--- config.mk ---
export PLATFORM = sky130hd
export DESIGN_NAME = price_band_monitor
export DESIGN_NICKNAME = d
export VERILOG_FILES = /design/src/rtl/price_mon_pkg.sv /design/src/rtl/price_band_channel.sv /design/src/rtl/price_band_monitor.sv
export SDC_FILE = /design/constraint.sdc
export NUM_CORES = 1
export LEC_CHECK = 0
export CORE_MARGIN = 4
export CORE_UTILIZATION = 35
export DETAILED_ROUTE_END_ITERATION = 10
export PLACE_DENSITY = 0.59
export SETUP_SLACK_MARGIN = 0.15
export SYNTH_ARGS = -nofsm -noshare
export SYNTH_HDL_FRONTEND = slang
export SYNTH_SLANG_ARGS = --single-unit
--- constraint.sdc ---
create_clock -name clk -period 4.9 [get_ports clk]
set_input_delay 1.225 -clock clk [delete_from_list [all_inputs] [get_ports clk]]
set_output_delay 1.225 -clock clk [all_outputs]
set_load 0.05 [all_outputs]
--- src/rtl/price_mon_pkg.sv ---
// Shared types for the price band monitor: zone encoding and the threshold classifier.
package price_mon_pkg;

  typedef enum logic [1:0] {
    ZONE_IDLE = 2'b00,
    ZONE_BAND = 2'b01,
    ZONE_LOW  = 2'b10,
    ZONE_HIGH = 2'b11
  } zone_t;

  localparam int CLASS_W = 32;

  // Strict hysteresis: prices equal to a threshold still fall in the band.
  function automatic zone_t classify(input logic [CLASS_W-1:0] price,
                                     input logic [CLASS_W-1:0] upper,
                                     input logic [CLASS_W-1:0] lower);
    zone_t z;
    z = ZONE_BAND;
    if (price > upper)      z = ZONE_HIGH;
    else if (price < lower) z = ZONE_LOW;
    return z;
  endfunction

endpackage

--- src/rtl/price_band_channel.sv ---
// One price channel: classify each valid sample, debounce zone changes, hold the committed zone.
module price_band_channel
  import price_mon_pkg::*;
#(
  parameter int PRICE_W = 8,
  parameter int CNT_W   = 4
) (
  input  logic               clk,
  input  logic               reset_n,
  input  logic               sample_en,
  input  logic               clr,
  input  logic [PRICE_W-1:0] price,
  input  logic [PRICE_W-1:0] upper,
  input  logic [PRICE_W-1:0] lower,
  input  logic [CNT_W-1:0]   debounce,
  output zone_t              zone,
  output logic               commit,
  output zone_t              commit_zone
);

  zone_t            zone_q, zone_d, cand_q, cand_d, cls;
  logic [CNT_W-1:0] cnt_q, cnt_d, cnt_inc, thr;

  always_comb begin
    cls     = classify(CLASS_W'(price), CLASS_W'(upper), CLASS_W'(lower));
    thr     = (debounce == '0) ? CNT_W'(1) : debounce;
    cnt_inc = (cnt_q == '1) ? cnt_q : cnt_q + 1'b1;
    zone_d  = zone_q;
    cand_d  = cand_q;
    cnt_d   = cnt_q;
    commit  = 1'b0;
    if (clr) begin
      cand_d = ZONE_IDLE;
      cnt_d  = '0;
    end else if (sample_en) begin
      if (cls == zone_q) begin
        cnt_d = '0;
      end else begin
        if (cls == cand_q) begin
          cnt_d = cnt_inc;
        end else begin
          cand_d = cls;
          cnt_d  = CNT_W'(1);
        end
        if (cnt_d >= thr) begin
          zone_d = cand_d;
          cnt_d  = '0;
          commit = 1'b1;
        end
      end
    end
  end

  always_ff @(posedge clk or negedge reset_n) begin
    if (!reset_n) begin
      zone_q <= ZONE_IDLE;
      cand_q <= ZONE_IDLE;
      cnt_q  <= '0;
    end else begin
      zone_q <= zone_d;
      cand_q <= cand_d;
      cnt_q  <= cnt_d;
    end
  end

  assign zone        = zone_q;
  assign commit_zone = zone_d;

endmodule

--- src/rtl/price_band_monitor.sv ---
// Multi-channel price zone monitor: shared config registers, per-channel debounce,
// pending-event bits and a round-robin arbiter feeding a single valid/ready event register.
module price_band_monitor
  import price_mon_pkg::*;
#(
  parameter int NUM_CH           = 4,
  parameter int PRICE_W          = 8,
  parameter int CNT_W            = 4,
  parameter int DEFAULT_UPPER    = 105,
  parameter int DEFAULT_LOWER    = 95,
  parameter int DEFAULT_DEBOUNCE = 3,
  localparam int CH_W            = (NUM_CH > 1) ? $clog2(NUM_CH) : 1
) (
  input  logic                      clk,
  input  logic                      reset_n,
  input  logic [NUM_CH-1:0]         price_valid,
  input  logic [NUM_CH*PRICE_W-1:0] price,
  input  logic                      cfg_valid,
  output logic                      cfg_ready,
  input  logic [PRICE_W-1:0]        cfg_upper,
  input  logic [PRICE_W-1:0]        cfg_lower,
  input  logic [CNT_W-1:0]          cfg_debounce,
  output logic                      cfg_err,
  output logic [NUM_CH*2-1:0]       zone,
  output logic                      evt_valid,
  input  logic                      evt_ready,
  output logic [CH_W-1:0]           evt_ch,
  output logic [1:0]                evt_zone,
  output logic                      evt_overrun
);

  if (DEFAULT_UPPER < DEFAULT_LOWER) begin : g_bad_defaults
    $error("price_band_monitor: DEFAULT_UPPER must be >= DEFAULT_LOWER");
  end

  logic [PRICE_W-1:0] upper_q, upper_d, lower_q, lower_d;
  logic [CNT_W-1:0]   deb_q, deb_d;
  logic               apply_q, apply_d, apply_ok_q, apply_ok_d, cfg_err_q, cfg_err_d;
  logic               accept, cfg_ok;
  logic [NUM_CH-1:0]  pend_q, pend_d, commit, grant_hit;
  zone_t              pzone_q [NUM_CH];
  zone_t              pzone_d [NUM_CH];
  zone_t              ch_zone [NUM_CH];
  zone_t              cm_zone [NUM_CH];
  logic               evt_valid_q, evt_valid_d, ovr_q, ovr_d, found;
  logic [CH_W-1:0]    evt_ch_q, evt_ch_d, last_q, last_d, idx, gidx;
  logic [1:0]         evt_zone_q, evt_zone_d;

  // Channels see no samples during the apply cycle; a valid config clears their debounce then.
  for (genvar c = 0; c < NUM_CH; c++) begin : g_ch
    price_band_channel #(.PRICE_W(PRICE_W), .CNT_W(CNT_W)) u_ch (
      .clk        (clk),
      .reset_n    (reset_n),
      .sample_en  (price_valid[c] & ~apply_q),
      .clr        (apply_ok_q),
      .price      (price[c*PRICE_W +: PRICE_W]),
      .upper      (upper_q),
      .lower      (lower_q),
      .debounce   (deb_q),
      .zone       (ch_zone[c]),
      .commit     (commit[c]),
      .commit_zone(cm_zone[c])
    );
    assign zone[c*2 +: 2] = ch_zone[c];
  end

  always_comb begin
    accept     = cfg_valid & ~apply_q;
    cfg_ok     = cfg_upper >= cfg_lower;
    upper_d    = upper_q;
    lower_d    = lower_q;
    deb_d      = deb_q;
    apply_d    = accept;
    apply_ok_d = accept & cfg_ok;
    cfg_err_d  = accept & ~cfg_ok;
    if (accept && cfg_ok) begin
      upper_d = cfg_upper;
      lower_d = cfg_lower;
      deb_d   = cfg_debounce;
    end

    pend_d      = pend_q;
    pzone_d     = pzone_q;
    evt_valid_d = evt_valid_q;
    evt_ch_d    = evt_ch_q;
    evt_zone_d  = evt_zone_q;
    last_d      = last_q;
    grant_hit   = '0;
    found       = 1'b0;
    idx         = '0;
    gidx        = '0;
    ovr_d       = 1'b0;

    if (!evt_valid_q || evt_ready) begin
      for (int i = 1; i <= NUM_CH; i++) begin
        idx = CH_W'((int'(last_q) + i) % NUM_CH);
        if (!found && pend_q[idx]) begin
          found = 1'b1;
          gidx  = idx;
        end
      end
      if (found) begin
        evt_valid_d     = 1'b1;
        evt_ch_d        = gidx;
        evt_zone_d      = pzone_q[gidx];
        pend_d[gidx]    = 1'b0;
        last_d          = gidx;
        grant_hit[gidx] = 1'b1;
      end else begin
        evt_valid_d = 1'b0;
      end
    end

    // A commit landing on a channel granted this cycle refills its pending slot, not an overrun.
    for (int c = 0; c < NUM_CH; c++) begin
      if (commit[c]) begin
        if (pend_q[c] && !grant_hit[c]) ovr_d = 1'b1;
        pend_d[c]  = 1'b1;
        pzone_d[c] = cm_zone[c];
      end
    end
  end

  always_ff @(posedge clk or negedge reset_n) begin
    if (!reset_n) begin
      upper_q     <= PRICE_W'(DEFAULT_UPPER);
      lower_q     <= PRICE_W'(DEFAULT_LOWER);
      deb_q       <= CNT_W'(DEFAULT_DEBOUNCE);
      apply_q     <= 1'b0;
      apply_ok_q  <= 1'b0;
      cfg_err_q   <= 1'b0;
      pend_q      <= '0;
      pzone_q     <= '{default: ZONE_IDLE};
      evt_valid_q <= 1'b0;
      evt_ch_q    <= '0;
      evt_zone_q  <= '0;
      last_q      <= CH_W'(NUM_CH - 1);
      ovr_q       <= 1'b0;
    end else begin
      upper_q     <= upper_d;
      lower_q     <= lower_d;
      deb_q       <= deb_d;
      apply_q     <= apply_d;
      apply_ok_q  <= apply_ok_d;
      cfg_err_q   <= cfg_err_d;
      pend_q      <= pend_d;
      pzone_q     <= pzone_d;
      evt_valid_q <= evt_valid_d;
      evt_ch_q    <= evt_ch_d;
      evt_zone_q  <= evt_zone_d;
      last_q      <= last_d;
      ovr_q       <= ovr_d;
    end
  end

  assign cfg_ready   = ~apply_q;
  assign cfg_err     = cfg_err_q;
  assign evt_valid   = evt_valid_q;
  assign evt_ch      = evt_ch_q;
  assign evt_zone    = evt_zone_q;
  assign evt_overrun = ovr_q;

endmodule

==> results of run 1 <==
==> power breakdown <==
part / switching [mW] / total [mW] / internal (mW)
sequential: 0.224 / 1.09 / 0.870
clock: 0.262 / 0.684 / 0.422
combinational: 1.31 / 2.36 / 1.04
==> worst max-delay path, cell delays in order <==
cell and delay (ns):
clkdlybuf4s50_1 0.44, buf_4 0.15, ha_1 0.28, nand4_1 0.18, or4_1 0.56, mux2_4 0.28, and3_4 0.20, buf_4 0.17
nor3_1 0.22, ha_1 0.26, a21o_1 0.18, a211oi_2 0.19, nand4_1 0.13, buf_6 0.16, nor3b_2 0.17, o22a_1 0.14
==> cell usage after synthesis, types with 3 or more instances <==
master / number / area (um2)
ha_1: 88 / 1100
dfrtp_1: 61 / 1530
nor2_1: 50 / 188
inv_1: 48 / 180
nand2_1: 43 / 161
a21oi_1: 35 / 175
o21ai_0: 25 / 125
nor3_1: 24 / 120
mux2_2: 23 / 259
nand4_1: 19 / 119
mux2i_1: 17 / 170
a21o_1: 14 / 105
dfstp_2: 14 / 368
nand2b_1: 14 / 87.6
nor2b_1: 14 / 87.6
nand3_1: 13 / 65.1
a31oi_1: 12 / 75.1
clkbuf_1: 11 / 41.3
o21a_1: 11 / 82.6
a211oi_1: 10 / 75.1
o22a_1: 10 / 87.6
and3_1: 9 / 56.3
o211ai_1: 9 / 67.6
nor3b_1: 8 / 60.1
or3_1: 7 / 43.8
a211o_1: 6 / 52.6
o22ai_1: 5 / 31.3
nor4_1: 4 / 25.0
xnor2_1: 4 / 35.0
a2111oi_0: 3 / 26.3
a21boi_0: 3 / 22.5
a22oi_1: 3 / 22.5
and2_1: 3 / 18.8
o2111ai_1: 3 / 26.3
o21ai_1: 3 / 15.0
or2_2: 3 / 18.8
==> state kept, by name, summed over array words and instances, names as in the netlist <==
| register | count |
|---|---|
| apply_ok_q | 1 |
| last_q | 2 |
| g_ch.u_ch.cand_q | 8 |
| evt_overrun | 1 |
| g_ch.u_ch.zone | 8 |
| evt_ch | 2 |
| deb_q | 4 |
| upper_q | 8 |
| lower_q | 8 |
| cfg_err | 1 |
| pend_q | 4 |
| evt_zone | 2 |
| pzone_q | 8 |
| evt_valid | 1 |
| g_ch.u_ch.cnt_q | 16 |
| apply_q | 1 |
==> cell type report <==
class | instances | area share (%)
clock buffers | 12 | 3.23
clock inverters | 4 | 0.614
inverters | 48 | 2.27
multi-input cells | 529 | 51.8
flip-flops and latches | 75 | 23.8
well taps | 220 | 3.46
repair buffers | 129 | 14.7
==> routing by layer <==
| metal | GRT usage (%) | up-vias |
|---|---|---|
| met5 | 0 | - |
| met4 | 5.15 | 0 |
| met3 | 4.25 | 24 |
| met2 | 29.6 | 140 |
| met1 | 21.9 | 2705 |
| li1 | - | 2754 |
==> path summary, 6_finish.rpt <==
path | end | slack, ns | depth (start not counted)
max | g_ch[2].u_ch.cnt_q[2] | 0.26 | 16
min | evt_ch[1] | 0.48 | 2
max reg2reg | pzone_q[5] | 0.86 | 16
min reg2reg | evt_ch[1] | 0.48 | 2
max in group asynchronous | lower_q[7] | 3.22 | 1
min in group asynchronous | g_ch[0].u_ch.cand_q[1] | 1.01 | 1
==> cell families after synthesis <==
| family | after synthesis | synth area share, % |
|---|---|---|
| and+or+nand+nor | 223 | 19.1 |
| AOI/OAI and AO/OA | 172 | 19.4 |
| adders and majority gates | 88 | 18.2 |
| DFF | 75 | 31.3 |
| buffers and inverters | 61 | 3.93 |
| muxes | 42 | 7.46 |
| xor gates and xnor gates | 4 | 0.579 |
==> timing repair <==
action,CTS,global route
buffers inserted,1,6
hold buffers,0,0
setup endpoints to repair,8,25
gates resized for setup,8,41
pin swaps,3,25
==> flow_summary.yaml, run 1 <==
status:
  status: "finished clean"
min_path:
  min_from: "evt_ch[1]"
  hold_path_class: "reg2reg"
logic_synthesis:
  synth_warnings: 0
  ys_ff_latch: 75
  synthArstFlopShare_pct: 100
  synth_cell_types: 64
  synth_area_um2: 6050
  synthFlopType: "dfrtp_1"
  ys_seq_area_share_pct: 31.3
  syn_avg_cell_area_um2: 9.10
  syn-instance-count: 665
  syn_nets: 813
  synth-edff-count: 0
floorplanning:
  core.rowCount: 47
  pin_count: 76
  die_height_um: 139
  core_area_um2: 16800
  die-width_um: 139
  die_area_um2: 19500
  start_util_pct: 36.1
job:
  cap_viol_max_count: 0
detailed_routing:
  wire_per_inst_um: 16.9
  dr.pass1.iters: 5
  wl_um: 17200
  ant_nets: 0
  met2_length_um: 8440
  top_layer: "met4"
  initialDrtViolationCount: 291
  met3_length_um: 878
  num_vias: 5623
  wl_met1_um: 7520
  drc: 0
  via_per_inst: 5.53
timing:
  fin_crit_sh_pct: 94.7
  max_slew.worst_pin.slew_ns: 0.984
  fin_crit_ns: 4.64
  skew_ns: 0.00824
  hold_violations: 0
  setup_viol: 0
  rsz0062_at_grt: "yes"
  drv_slew: 0
  tns_ns: 0
  timing.fmax_ghz: 0.215
  maxSlewHeadroom_pct: 34.4
  whs_ns: 0.480
  worst_slack_ns: 0.258
setup_path:
  endpoint_kind: "flip-flop"
  start_kind: "input pin"
  rr_startpoint: "upper_q[3]"
  critPathKind: "in2reg"
  arrival_ns: 4.93
  crit_fanout: 7
  startpoint: "price[20]"
  cp.required_ns: 5.18
finish:
  fin_cells: 1017
  multi_input_area_um2: 4120
  final_common_cell: "ha_1"
  area_growth_pct: 31.3
  fin_area_um2: 7950
  fin_nets: 940
  fin_util_pct: 47.4
  register_area_um2: 1890
  fillers: 1601
  diodes: 0
  drive_gt1_share_pct: 18.6
  layout_common_cells: "ha_1 (86), clkdlybuf4s50_1 (68), dfrtp_1 (61)"
placement:
  dp.final_hpwl_um: 13600
  portBuffers: 75
  place_area_um2: 7380
  routabilityCongestion: 0.889
  dp_cells: 994
  place_ws_ns: -0.376
clocking:
  cts_root_buf: "clkbuf_16"
  insertion_delay_ns: 0.35
  clock_path_buffers: 2
  cts_sinks: 75
  cts_inserted_buffers: 9
  cts.clk_slew.worst_paths_ns: 0.06
  htree_levels: 3
  cts_tree: "done"
grt:
  overflow: 0
  grt_pass1_vias: 5702
  grt_pass1_wl_um: 27800
  antenna_found_initial: 0
  track_usage_pct: 17.4
  grt_max_degree: 76
power_and_ir_drop:
  p_leak_nw: 3.69
  finalPower_mw: 4.13
  worst_ir_drop_vdd_uv: 302
  p_per_area_nw_per_um2: 520
(Power assumes the default switching activity.)
==> run 2: changes to the inputs <==
- CORE_MARGIN: 4 -> unset
- SETUP_SLACK_MARGIN: 0.15 -> unset
==> run 2 against run 1 <==
Non-clock buffer count down 2. Register-to-register slack worse by 0.12 ns. Sequential cell count unchanged. Clock power down 2%. Core utilization down 0.68 points. Final cell count down 0.20%. Routed wire length up 2.6%. Combinational power down 3%. Setup slack worse by 0.15 ns. Power down 1.5%. Die area down 8.4%. Via count up 1.2%. Critical endpoint is now g_ch[2].u_ch.cnt_q[1].
==> flow_summary.yaml, run 2 (synthesis results as in run 1) <==
status:
  status: "finished clean"
power_and_ir_drop:
  p_per_area_nw_per_um2: 520
  worst_ir_drop_vdd_uv: 308
  p_leak_nw: 3.60
  finalPower_mw: 4.07
floorplanning:
  die_area_um2: 17800
  die-width_um: 133
  core.rowCount: 47
  core_area_um2: 16800
  pin_count: 76
  die_height_um: 133
  start_util_pct: 36.1
finish:
  fillers: 1555
  multi_input_area_um2: 4040
  register_area_um2: 1890
  fin_area_um2: 7840
  diodes: 0
  drive_gt1_share_pct: 16.6
  fin_nets: 938
  fin_util_pct: 46.7
  area_growth_pct: 29.5
  top_register: "g_ch.u_ch.cnt_q"
  final_common_cell: "ha_1"
  largest_reg_flops: 16
  layout_common_cells: "ha_1 (85), clkdlybuf4s50_1 (71), dfrtp_1 (61)"
placement:
  place_area_um2: 7380
  portBuffers: 75
  dp.final_hpwl_um: 13600
  routabilityCongestion: 0.874
clocking:
  cts_tree: "done"
  clock_path_buffers: 2
  cts.clk_slew.worst_paths_ns: 0.06
  htree_levels: 3
  cts_root_buf: "clkbuf_16"
  cts_sinks: 75
  insertion_delay_ns: 0.35
  hold_buffers: 0
  cts_inserted_buffers: 9
grt:
  grt_max_degree: 76
  track_usage_pct: 20.7
  grt_pass1_wl_um: 28800
  grt_pass1_vias: 5663
  antenna_found_initial: 0
  overflow: 0
timing:
  fin_crit_ns: 4.79
  max_slew.worst_pin.slew_ns: 0.996
  whs_ns: 0.473
  hold_violations: 0
  drv_slew: 0
  timing.fmax_ghz: 0.209
  setup_viol: 0
  maxSlewHeadroom_pct: 33.6
  fin_crit_sh_pct: 97.7
  skew_ns: 0.00527
  rsz0062_at_grt: "yes"
detailed_routing:
  wl_um: 17700
  wire_per_inst_um: 17.4
  dr.pass1.iters: 5
  drc: 0
  ant_nets: 0
  num_vias: 5692
  via_per_inst: 5.61
  initialDrtViolationCount: 286
setup_path:
  rr_endpoint: "g_ch[2].u_ch.cnt_q[1]"
  crit_fanout: 7
  critPathKind: "in2reg"
  r2r_slack_ns: 0.74
  rr_startpoint: "upper_q[6]"
  cp_cell_sequence: "clkdlybuf4s50_1, ha_1, nand4_1, or3b_1, a22o_1, or3_1, and3_1, buf_4, buf_4, nor3_1, ha_1, a211oi_2, nand4_1, buf_6, a211oi_2, a21o_1"
  arrival_ns: 5.08
  critPathBufInv: 4
  endpoint_kind: "flip-flop"
  cp_slowest_cell: "clkdlybuf4s50_1"
  start_kind: "input pin"
  reg2reg_depth: 16
  cp.required_ns: 5.19
  path_delay_family: "simple AND/OR/NAND/NOR gates"
  slowest_delay_ns: 0.45
min_path:
  min_from: "evt_ch[1]"
  hold_path_class: "reg2reg"
  worstHoldPathCells: 2
  hold_end: "evt_ch[1]"
job:
  cap_viol_max_count: 0
run 2: cell count changes in the layout (fill, tap and decap cells not counted), sizes merged:
cell,previous run,this run
inv,49,48
clkinvlp,0,2
clkinv,2,4
buf,55,53
clkdlybuf4s50,68,71
dlymetal6s2s,6,3
clkbuf,12,9
run 2: per-stage QoR:
step                setup WS, ns  setup TNS (ns)  std cells
floorplan                  0.301               0        665
global placement          -0.219           -1.81        994
detailed placement        -0.395           -4.06        994
CTS                       0.0516               0       1011
global route             -0.0301          -0.121       1015
finish                     0.112               0       1015
run 2: layer usage:
metal  track usage (%)  wire length (um)
met2              32.9              8050
met5                 0                 0
met3              4.30              1030
met1              27.2              8080
met4              9.09               499
run 2: report_power, final:
| part | total, mW | switching (mW) | internal [mW] |
|---|---|---|---|
| registers | 1.10 | 0.233 | 0.869 |
| logic | 2.30 | 1.29 | 1.00 |
| clock network | 0.673 | 0.281 | 0.392 |
run 2: layout make-up:
class / instances / area share (%)
multi-input cells: 529 / 51.6
flip-flops and latches: 75 / 24.2
repair buffers: 127 / 14.7
clock inverters: 7 / 0.878
well taps: 220 / 3.51
inverters: 48 / 2.30
clock buffers: 9 / 2.87
run 2: worst max-delay path by stage:
stage	startpoint	endpoint	slack (ns)	cells past startpoint
floorplan	price[18]	g_ch[2].u_ch.cnt_q[2]	0.30	16
global placement	price[18]	g_ch[2].u_ch.cnt_q[2]	-0.22	16
detailed placement	price[23]	g_ch[2].u_ch.cnt_q[2]	-0.39	16
CTS	price[23]	g_ch[2].u_ch.cnt_q[3]	0.05	17
global route	price[20]	g_ch[2].u_ch.cnt_q[2]	-0.03	17
finish	price[20]	g_ch[2].u_ch.cnt_q[1]	0.11	16
run 2: worst register-to-register path, stage by stage, from the launching register on:
cell and delay, ns:
dfstp_2 0.52, inv_1 0.15, ha_4 0.32, nand4_1 0.18
or3b_1 0.44, a22o_1 0.26, or3_1 0.36, and3_1 0.18
buf_4 0.15, buf_4 0.16, nor3_1 0.27, ha_1 0.32
a211oi_2 0.20, nand4_1 0.12, buf_6 0.16, a211oi_2 0.19
a21o_1 0.10
run 2: what timing repair did:
action                                  4_1_cts  5_1_grt
endpoints found under the setup margin        3       19
setup buffers                                 1        4
pin swaps                                     1       11
resized for setup                             0       24
